## src/rtl/pwm_generator_if.sv

```systemverilog
// Duty-request handshake between a controller and the PWM generator.
// A request transfers on any rising edge where duty_valid && duty_ready.
interface pwm_generator_if #(
    parameter int DUTY_W = 5
);
    logic              duty_valid;
    logic [DUTY_W-1:0] duty_in;
    logic              duty_ready;
    logic              duty_err;

    modport master (
        output duty_valid,
        output duty_in,
        input  duty_ready,
        input  duty_err
    );

    modport slave (
        input  duty_valid,
        input  duty_in,
        output duty_ready,
        output duty_err
    );
endinterface

```

## src/rtl/pwm_generator.sv

```systemverilog
// Fixed-period PWM with a divided square-wave clock and period-start strobe.
// Duty updates are double-buffered so they only take effect on a period boundary.
module pwm_generator #(
    parameter int PERIOD_LOG2 = 4
) (
    input  logic             clk_3125KHz,
    input  logic             reset,
    pwm_generator_if.slave   duty_bus,
    output logic             clk_195KHz,
    output logic             pwm_signal,
    output logic             period_start
);
    localparam int             DW       = PERIOD_LOG2 + 1;
    localparam logic [DW-1:0]  DUTY_MAX = DW'(1 << PERIOD_LOG2);

    logic [PERIOD_LOG2-1:0] cnt;
    logic [DW-1:0]          duty_active;
    logic [DW-1:0]          pending_duty;
    logic                   pending_full;
    logic                   duty_ready_q;
    logic                   duty_err_q;

    logic xfer;
    logic legal;
    logic last_cycle;

    assign xfer       = duty_bus.duty_valid && duty_ready_q;
    assign legal      = (duty_bus.duty_in <= DUTY_MAX);
    assign last_cycle = (cnt == '1);

    assign duty_bus.duty_ready = duty_ready_q;
    assign duty_bus.duty_err   = duty_err_q;

    always_ff @(posedge clk_3125KHz) begin
        if (reset) begin
            cnt          <= '0;
            duty_active  <= '0;
            pending_duty <= '0;
            pending_full <= 1'b0;
            duty_ready_q <= 1'b1;
            duty_err_q   <= 1'b0;
            clk_195KHz   <= 1'b0;
            pwm_signal   <= 1'b0;
            period_start <= 1'b0;
        end else begin
            cnt          <= cnt + 1'b1;
            // Outputs use the pre-increment count, so they trail cnt by one cycle.
            clk_195KHz   <= ~cnt[PERIOD_LOG2-1];
            pwm_signal   <= ({1'b0, cnt} < duty_active);
            period_start <= (cnt == '0);
            duty_err_q   <= xfer && !legal;

            if (last_cycle) begin
                if (pending_full) begin
                    duty_active  <= pending_duty;
                    pending_full <= 1'b0;
                    duty_ready_q <= 1'b1;
                end else if (xfer && legal) begin
                    // Request landing on the boundary goes straight to the active register.
                    duty_active <= duty_bus.duty_in;
                end
            end else if (xfer && legal) begin
                pending_duty <= duty_bus.duty_in;
                pending_full <= 1'b1;
                duty_ready_q <= 1'b0;
            end
        end
    end
endmodule

```

## src/flat_wrapper.sv

```systemverilog
// flat-port wrapper written by rule: the top's interface ports become plain ports
module pwm_generator_flat 
#(
    parameter int PERIOD_LOG2 = 4
)
  (clk_3125KHz, reset, clk_195KHz, pwm_signal, period_start, duty_bus_duty_valid, duty_bus_duty_in, duty_bus_duty_ready, duty_bus_duty_err);
  pwm_generator_if duty_bus_i ();
  input  logic clk_3125KHz;
  input  logic reset;
  output logic clk_195KHz;
  output logic pwm_signal;
  output logic period_start;
  input wire logic [$bits(duty_bus_i.duty_valid)-1:0] duty_bus_duty_valid;
  input wire logic [$bits(duty_bus_i.duty_in)-1:0] duty_bus_duty_in;
  output wire logic [$bits(duty_bus_i.duty_ready)-1:0] duty_bus_duty_ready;
  output wire logic [$bits(duty_bus_i.duty_err)-1:0] duty_bus_duty_err;
  assign duty_bus_i.duty_valid = duty_bus_duty_valid;
  assign duty_bus_i.duty_in = duty_bus_duty_in;
  assign duty_bus_duty_ready = duty_bus_i.duty_ready;
  assign duty_bus_duty_err = duty_bus_i.duty_err;
  pwm_generator #(.PERIOD_LOG2(PERIOD_LOG2)) u_core (.clk_3125KHz(clk_3125KHz), .reset(reset), .duty_bus(duty_bus_i), .clk_195KHz(clk_195KHz), .pwm_signal(pwm_signal), .period_start(period_start));
endmodule
```

## config.mk

```make
export PLATFORM = sky130hd
export DESIGN_NAME = pwm_generator_flat
export DESIGN_NICKNAME = d
export VERILOG_FILES = /design/src/rtl/pwm_generator_if.sv /design/src/rtl/pwm_generator.sv /design/src/flat_wrapper.sv
export SDC_FILE = /design/constraint.sdc
export NUM_CORES = 1
export LEC_CHECK = 0
export ABC_AREA = 1
export CELL_PAD_IN_SITES_DETAIL_PLACEMENT = 0
export CELL_PAD_IN_SITES_GLOBAL_PLACEMENT = 1
export CORE_UTILIZATION = 34
export CTS_CLUSTER_SIZE = 24
export DETAILED_ROUTE_END_ITERATION = 10
export PLACE_DENSITY = 0.74
export REMOVE_ABC_BUFFERS = 1
export SLEW_MARGIN = 25
export SYNTH_ARGS = -nofsm -noshare
export SYNTH_HDL_FRONTEND = slang
export SYNTH_SLANG_ARGS = --single-unit
```

## constraint.sdc

```tcl
create_clock -name clk_3125KHz -period 2.29 [get_ports clk_3125KHz]
set_clock_uncertainty 0.15 [all_clocks]
set_input_delay 0.458 -clock clk_3125KHz [delete_from_list [all_inputs] [get_ports clk_3125KHz]]
set_output_delay 0.458 -clock clk_3125KHz [all_outputs]
set_load 0.02 [all_outputs]
```

==> run summary, run 1 <==
The run finished with clean final reports. The share of the synthesized area in the top cell type is 0.434. The worst slack on hold paths is 319 ps. The sequential share of power came out at 0.487. The endpoint kind of the worst setup timing path is an output pin. The initial antenna violation count came out at 0. Setup repair after global routing left no endpoint under its margin. The count of TritonRoute iterations in the first routing pass is 4. The largest single stage delay on the critical path is 610 ps.

The number of gates resized after CTS was 0. The share of total power in the clock network is 0.376. The post-CTS repair timing setup buffer count is 0. Sorting the synthesized cells by area gives the leading types as sky130_fd_sc_hd__dfxtp_1 (43%), sky130_fd_sc_hd__ha_1 (6.8%), sky130_fd_sc_hd__nand2_1 (6.5%). In this run the worst path has a maximum fanout of 3. In the final layout, the share of cells above drive strength 1 is 0.0938. The total number of clock tree sinks came out at 20.

The wire length of the first global-routing pass came out at 3040 um. The net count reported at finish came out at 142. Across the VDD grid, the largest voltage drop is 470 uV. The die is 54.1 um tall. Of the total power, the share spent switching nets is 0.238. The clock transition at the registers of the reported paths came out at 110 ps.

The number of different library cells used by synthesis comes to 19. The final-report hold violation count came out at 0. In the finished design, the share of the clock period the worst path needs comes to 0.824.

The detailed-routing wirelength on met1 is 804 um. The setup TNS came out at 0 ps. The number of global-route vias before repair came to ~700. The width of the die came out at 54.1 um. The buffering stage count on the worst path with inverters included is 1. The transition time at the pin with the least slew margin came out at 327 ps.

The insertion delay to the later sink of the worst-skew pair came out at 310 ps. The leakage power figure is 0.472 nW. The cell at the slowest stage of the critical path is sky130_fd_sc_hd__clkdlybuf4s50_1. After layout, the worst setup slack is 402 ps. The number of cell rows came out at 18. The repair_antennas step left the layout with diodes totalling 0. Setup violations remaining at the end of the flow were counted as 0. The number of I/O port buffers came out at 12. After routing the design area is 0.00111 mm2. The post-synth design cell area is 922 um2. Traced cell by cell, the critical path runs through clkdlybuf4s50_1. The cell type with the largest total area after synthesis is sky130_fd_sc_hd__dfxtp_1. The wire-length estimate of the detail-placed layout is 1310 um. In the final routed layout, each cell accounts on average for 10.8 um. For this configuration, the core starts out at a cell density of 0.366. The H-tree depth came out at 1.

The total die area came out at 0.00292 mm2. The total length of routed met3 wires came out at 62 um. Entering global routing, the biggest net connects 13 pins. The gate count after technology mapping came out at 115. The total met2 wirelength after detailed routing is about 840 um. The type of the most critical hold path is reg2reg. The register bit count reported by yosys is 20. The via count of the routed design came out at 746. The routability congestion estimate is 0.735. Once detail routing completed, the nets flagged for antenna violations numbered 0. 13 I/O pins were placed. Grouping stages by cell kind, the critical path spends the most delay in buffers and inverters. Timing analysis after detailed placement gives a worst setup slack of 348 ps. The core region is 0.00252 mm2. The number of buffers inserted for hold repair after clock tree synthesis came out at 0. The number of vias per cell after detailed routing is 4.72. The number of buffers on the longest clock path came out at 2.

In this run the clock root is driven by a sky130_fd_sc_hd__clkbuf_4. Routed signal wires occupy layers up through met4. Summed over all nets, the switching power comes to 0.185 mW. The remaining global-route overflow came out at 0.

The share of the Yosys chip area taken by registers is 0.434. The aggregate routed wire length came out at 1710 um. The normalized max-slew margin came out at 0.782. The layout overhead on the synthesized area is 20.2%. The critical path is of the reg2out type. The kind of launch point of the worst setup path is a flop. The timing-limited maximum frequency came out at 530 MHz. The cell-internal power is around 0.6 mW. The total track usage came out at 0.150. The number of max-slew violations in the final report is 0. The combinational fraction of design power is 0.136. The Yosys step of the flow raised 0 warnings. Max-cap violations in this run came to 0.

The cell area after placement came out at 0.00106 mm2. The synthesized area divided by synthesized cell count is 8.02 um2. The violation count after the first detailed-route iteration came out at 18.

At the worst endpoint, the arrival time is around 1300 ps. The data required time at the worst endpoint is 1680 ps. Counting I/O delays and the setup requirement, the final critical path takes 1890 ps.

TritonCTS built the clock tree. The number of remaining DRC errors came out at 0. The number of buffers added by the clock tree synthesis step came out at 3. The ratio of total power to cell area is 699 mW/mm2. The power after layout is between 0.7 and 0.8 mW.
[worst paths after layout]
| path | startpoint | to | slack [ps] | depth (start not counted) |
|---|---|---|---|---|
| hold / removal | u_core.pending_duty[3] | u_core.pending_duty[3] | 320 | 2 |
| setup / recovery | u_core.duty_bus.duty_ready | duty_bus_duty_ready | 400 | 1 |
| hold reg to reg | u_core.pending_duty[3] | u_core.pending_duty[3] | 320 | 2 |
| setup reg to reg | u_core.cnt[1] | u_core.duty_active[1] | 690 | 8 |
[cell usage in the layout, fill, tap and decap left out]
cell                              Yosys  routed
sky130_fd_sc_hd__dfxtp_1             20      20
sky130_fd_sc_hd__nand2_1             16      16
sky130_fd_sc_hd__inv_1               14      14
sky130_fd_sc_hd__nor2_1              13      13
sky130_fd_sc_hd__clkdlybuf4s50_1      0      12
sky130_fd_sc_hd__a21oi_1             11      11
sky130_fd_sc_hd__nand3_1              8       8
sky130_fd_sc_hd__mux2i_1              5       5
sky130_fd_sc_hd__nand4_1              5       5
sky130_fd_sc_hd__ha_1                 5       5
sky130_fd_sc_hd__nand2_2              4       4
sky130_fd_sc_hd__nor3_1               3       3
sky130_fd_sc_hd__clkbuf_4             0       3
sky130_fd_sc_hd__nor2_2               2       2
sky130_fd_sc_hd__o21ai_0              2       2
sky130_fd_sc_hd__nand2_4              1       1
sky130_fd_sc_hd__o211ai_1             1       1
sky130_fd_sc_hd__xor2_1               1       1
sky130_fd_sc_hd__bufinv_16            0       1
sky130_fd_sc_hd__buf_4                0       1
[cell usage after synthesis (all sizes together)]
cell,number
inv,14
xor2,1
dfxtp,20
mux2i,5
a21oi,11
nor2,15
o211ai,1
clkbuf,1
nand2,21
nand3,8
nor3,3
nand4,5
ha,5
buf,3
o21ai,2
[cell type report]
class / count / area, um2
Fill cell: 268 / 1410
Multi-Input combinational cell: 77 / 438
Sequential cell: 20 / 400
Clock inverter: 1 / 30.0
Tap cell: 30 / 37.5
Inverter: 14 / 52.6
Timing Repair Buffer: 13 / 128
Clock buffer: 3 / 22.5
[kinds of logic after synthesis]
family | synth area share
muxes | 0.0543
AOI/OAI and AO/OA | 0.0787
adders and majority gates | 0.0678
and+or+nand+nor | 0.265
xor gates and xnor gates | 0.00950
DFF | 0.434
buffers and inverters | 0.0909
[per-stage QoR]
stage / cells / util
finish: 158 / 0.439
global route: 158 / 0.439
CTS: 158 / 0.439
detailed placement: 154 / 0.419
global placement: 154 / 0.419
floorplan: 111 / -
[state kept, by name, summed over array words and instances, names as in the netlist]
name / flops
u_core.duty_active: 5
u_core.pending_full: 1
u_core.duty_bus.duty_ready: 1
u_core.cnt: 4
u_core.period_start: 1
u_core.duty_bus.duty_err: 1
u_core.pending_duty: 5
u_core.pwm_signal: 1
u_core.clk_195KHz: 1
[power by group through the flow]
| stage | clock network [mW] | registers (mW) | logic, mW |
|---|---|---|---|
| CTS | 0.297 | 0.378 | 0.107 |
| detailed placement | 0 | 0.386 | 0.106 |
| global placement | 0 | 0.386 | 0.104 |
| finish | 0.292 | 0.378 | 0.106 |
| floorplan | 0 | 0.391 | 0.0539 |
| global route | 0.313 | 0.381 | 0.120 |
[per-layer routing]
layer,vias to the layer above,GRT usage
li1,399,-
met1,332,0.178
met2,13,0.257
met3,2,0.0593
met4,0,0.0256
met5,-,0
(Power assumes the default switching activity.)
==> run 2: changes to the inputs <==
--- a/config.mk
+++ b/config.mk
@@ -11,7 +11,7 @@
 export CORE_UTILIZATION = 34
 export CTS_CLUSTER_SIZE = 24
 export DETAILED_ROUTE_END_ITERATION = 10
-export PLACE_DENSITY = 0.74
+export PLACE_DENSITY = 0.76
 export REMOVE_ABC_BUFFERS = 1
 export SLEW_MARGIN = 25
 export SYNTH_ARGS = -nofsm -noshare
==> constraint.sdc (replaced) <==
create_clock -name clk_3125KHz -period 1.7 [get_ports clk_3125KHz]
set_clock_uncertainty 0.15 [all_clocks]
set_input_delay 0.34 -clock clk_3125KHz [delete_from_list [all_inputs] [get_ports clk_3125KHz]]
set_output_delay 0.34 -clock clk_3125KHz [all_outputs]
set_load 0.02 [all_outputs]
==> run summary, run 2 (synthesis gave the netlist of run 1 again) <==
The share of post-route cells with drive strength above 1 is 0.174 (was 0.0938). The per-cell routed wire length came out at 10.7 um (was 10.8 um). The category of the critical setup timing path is reg2reg (was reg2out).

The violation count after the first detailed-route iteration is 9 (was 18). Setup repair after global routing missed its margin: no (unchanged). The total setup violations reported at the end of the flow is 0 (unchanged). The total number of clock tree sinks is 20 (unchanged). The final standard cell utilization of the core was 0.466 (was 0.439). Derived from the worst setup path, the maximum achievable clock frequency is 663 MHz. The aggregate routed wire length came out at 1800 um (was 1710 um). The routability congestion estimate is 0.812 (was 0.735). The count of pins on the block boundary is 13 (unchanged). The number of max-capacitance violations reported came to 0 (unchanged). The pin count of the biggest net entering global routing came out at 12 (was 13). The insertion delay to the later sink of the worst-skew pair is 300 ps (was 310 ps). The leakage power figure is 0.528 nW (was 0.472 nW). The clock root buffer master was sky130_fd_sc_hd__clkbuf_4 (unchanged). The worst reg-to-reg setup slack is 190 ps (was 690 ps).

The clock tree from TritonCTS is done (unchanged). The least setup slack across all paths after layout came out at 191 ps (was 402 ps). Top flop regs: u_core.duty_active (5), u_core.pending_duty (5), u_core.cnt (4) (unchanged). The number of buffers added by the clock tree synthesis step came out at 3 (unchanged).

The worst hold path stage count came to 2 (unchanged). The clock transition at the registers of the reported paths came out at 120 ps (was 110 ps). The number of I/O port buffers came out at 12 (unchanged). The cell area after placement came out at 0.00112 mm2 (was 0.00106 mm2). The hold-critical path endpoint is u_core.pending_duty[3] (unchanged).

The via count of the routed design was 790 (was 746). The net count reported at finish is 152 (was 142). The number of vias per cell after detailed routing came to 4.70 (was 4.72). The number of cells after detailed placement came to 163 (was 154). The filler-free cell count of the finished design is 168 (was 158). The number of max-slew violations in the final report is 0 (unchanged). Series of cell instances along the critical path: ha_1 -> nand2_1 -> inv_1 -> nand2_4 -> clkinvlp_4 -> a21oi_1 -> nor2_1 (was clkdlybuf4s50_1). The area of the core is 0.00252 mm2 (unchanged). The data arrival time of the critical path came out at 1570 ps (was 1280 ps). The worst setup slack before clock tree synthesis was -49.4 ps (was 348 ps). The cell count of the worst reg-to-reg path is 7 (was 8). The total die area is 0.00292 mm2 (unchanged). The initial antenna violation count is 0 (unchanged). Most frequent cells in the layout: sky130_fd_sc_hd__dfxtp_1 (20), sky130_fd_sc_hd__nand2_1 (16), sky130_fd_sc_hd__inv_1 (13), sky130_fd_sc_hd__nor2_1 (13), sky130_fd_sc_hd__a21oi_1 (11) (was sky130_fd_sc_hd__dfxtp_1 (20), sky130_fd_sc_hd__nand2_1 (16), sky130_fd_sc_hd__inv_1 (14)). The number of global-route vias before repair is 690 (was 703). The buffering stage count on the worst path with inverters included came out at 2 (was 1). The remaining global-route overflow is 0 (unchanged).

The endpoint kind of the worst setup timing path was a flop (was output pin). The number of buffers on the longest clock path came to 2 (unchanged). The share of the clock period used by the worst path after layout came out at 0.888.

The largest stage delay on the critical path came out at 360 ps (was 610 ps). The final design area excluding fillers came to 0.00117 mm2 (was 0.00111 mm2). The transition time at the pin with the least slew margin is 314 ps (was 327 ps). The cell at the slowest stage of the critical path is sky130_fd_sc_hd__dfxtp_1 (was sky130_fd_sc_hd__clkdlybuf4s50_1). The startpoint of the lowest-slack register-to-register path is u_core.cnt[0] (was u_core.cnt[1]).

The vertical extent of the die is 54.1 um (unchanged). The shortest clock period the worst path allows after layout is 1510 ps. The total track usage is 0.136 (was 0.150). The maximum fanout along the worst path came out at 9 (was 3).

The width of the die came out at 54.1 um (unchanged). The count of TritonRoute iterations in the first routing pass is 4 (unchanged). The half-perimeter wire length after placement came to 1370 um (was 1310 um). The antenna diode count is 0 (unchanged). The number of cell rows came out at 18 (unchanged). The number of remaining DRC errors is 0 (unchanged).

The peak supply drop is 674 uV (was 470 uV). The data required time at the worst endpoint is 1760 ps (was 1680 ps). The final-report hold violation count came out at 0 (unchanged).

The wire length of the first global-routing pass is 2850 um (was 3040 um). The count of nets left with antenna violations after detail routing came to 0 (unchanged). The worst slack on hold paths was 319 ps (about the same).

The most common cell after layout, fill and taps aside is sky130_fd_sc_hd__dfxtp_1 (unchanged). The end of the worst register-to-register path is u_core.duty_active[4] (was u_core.duty_active[1]). Result of the run: complete, no violations (unchanged). The kind of launch point of the worst setup path is a flop (unchanged).

The H-tree depth came to 1 (unchanged). The layout overhead on the synthesized area came out at 27.4% (was 20.2%). The ratio of total power to cell area came out at 804 mW/mm2 (was 699 mW/mm2).

The normalized max-slew margin was 0.790 (was 0.782). The startpoint of the lowest-slack hold path was u_core.pending_duty[3] (unchanged). The initial standard-cell utilization of the core is 0.366 (unchanged). The type of the most critical hold path was reg2reg (unchanged). The gate family responsible for the most delay along the worst path is flip-flops (was buffers and inverters).
[run 2: worst reg2reg max path, stage by stage, from the launching register on]
cell	delay, ps
sky130_fd_sc_hd__dfxtp_1	360
sky130_fd_sc_hd__ha_1	220
sky130_fd_sc_hd__nand2_1	70
sky130_fd_sc_hd__inv_1	70
sky130_fd_sc_hd__nand2_4	140
sky130_fd_sc_hd__clkinvlp_4	170
sky130_fd_sc_hd__a21oi_1	180
sky130_fd_sc_hd__nor2_1	60
[run 2: layout make-up]
cell class | instances | area [um2]
fillers | 277 | 1350
inverters | 14 | 56.3
multi-input cells | 77 | 448
well taps | 30 | 37.5
repair inverters | 1 | 7.51
flip-flops and latches | 20 | 400
clock buffers | 4 | 36.3
repair buffers | 22 | 189
[run 2: timing repair]
item	4_1_cts	5_1_grt
gates resized for setup	5	4
setup endpoints to repair	5	6
setup buffers	0	0
cloned	0	1
hold buffers	0	0
[run 2: where the power goes]
part           switching [mW]  internal, mW
registers              0.0176         0.491
clock network           0.151         0.131
logic                  0.0803        0.0747
total                   0.248         0.697
[run 2: worst max path at each step]
stage / cells after the start / slack, ps / startpoint / endpoint
floorplan: 8 / 330 / u_core.cnt[0] / u_core.duty_active[0]
global placement: 7 / -40 / duty_bus_duty_in[2] / u_core.duty_bus.duty_ready
detailed placement: 9 / -50 / duty_bus_duty_in[2] / u_core.duty_active[1]
CTS: 8 / 70 / u_core.cnt[1] / u_core.duty_active[1]
global route: 7 / 80 / u_core.cnt[1] / u_core.pending_duty[4]
finish: 7 / 190 / u_core.cnt[0] / u_core.duty_active[4]
[run 2: routing by layer]
layer	GRT usage	vias up	share of wire
met4	0.0128	0	0
met2	0.253	14	0.51
met5	0	-	0
li1	-	421	-
met3	0.0508	0	0.037
met1	0.150	355	0.45
[run 2: metrics by stage]
stage | setup TNS (ps) | power (mW)
floorplan | 0 | 0.600
global route | 0 | 0.991
finish | 0 | 0.945
CTS | 0 | 0.953
global placement | -94.5 | 0.677
detailed placement | -332 | 0.681
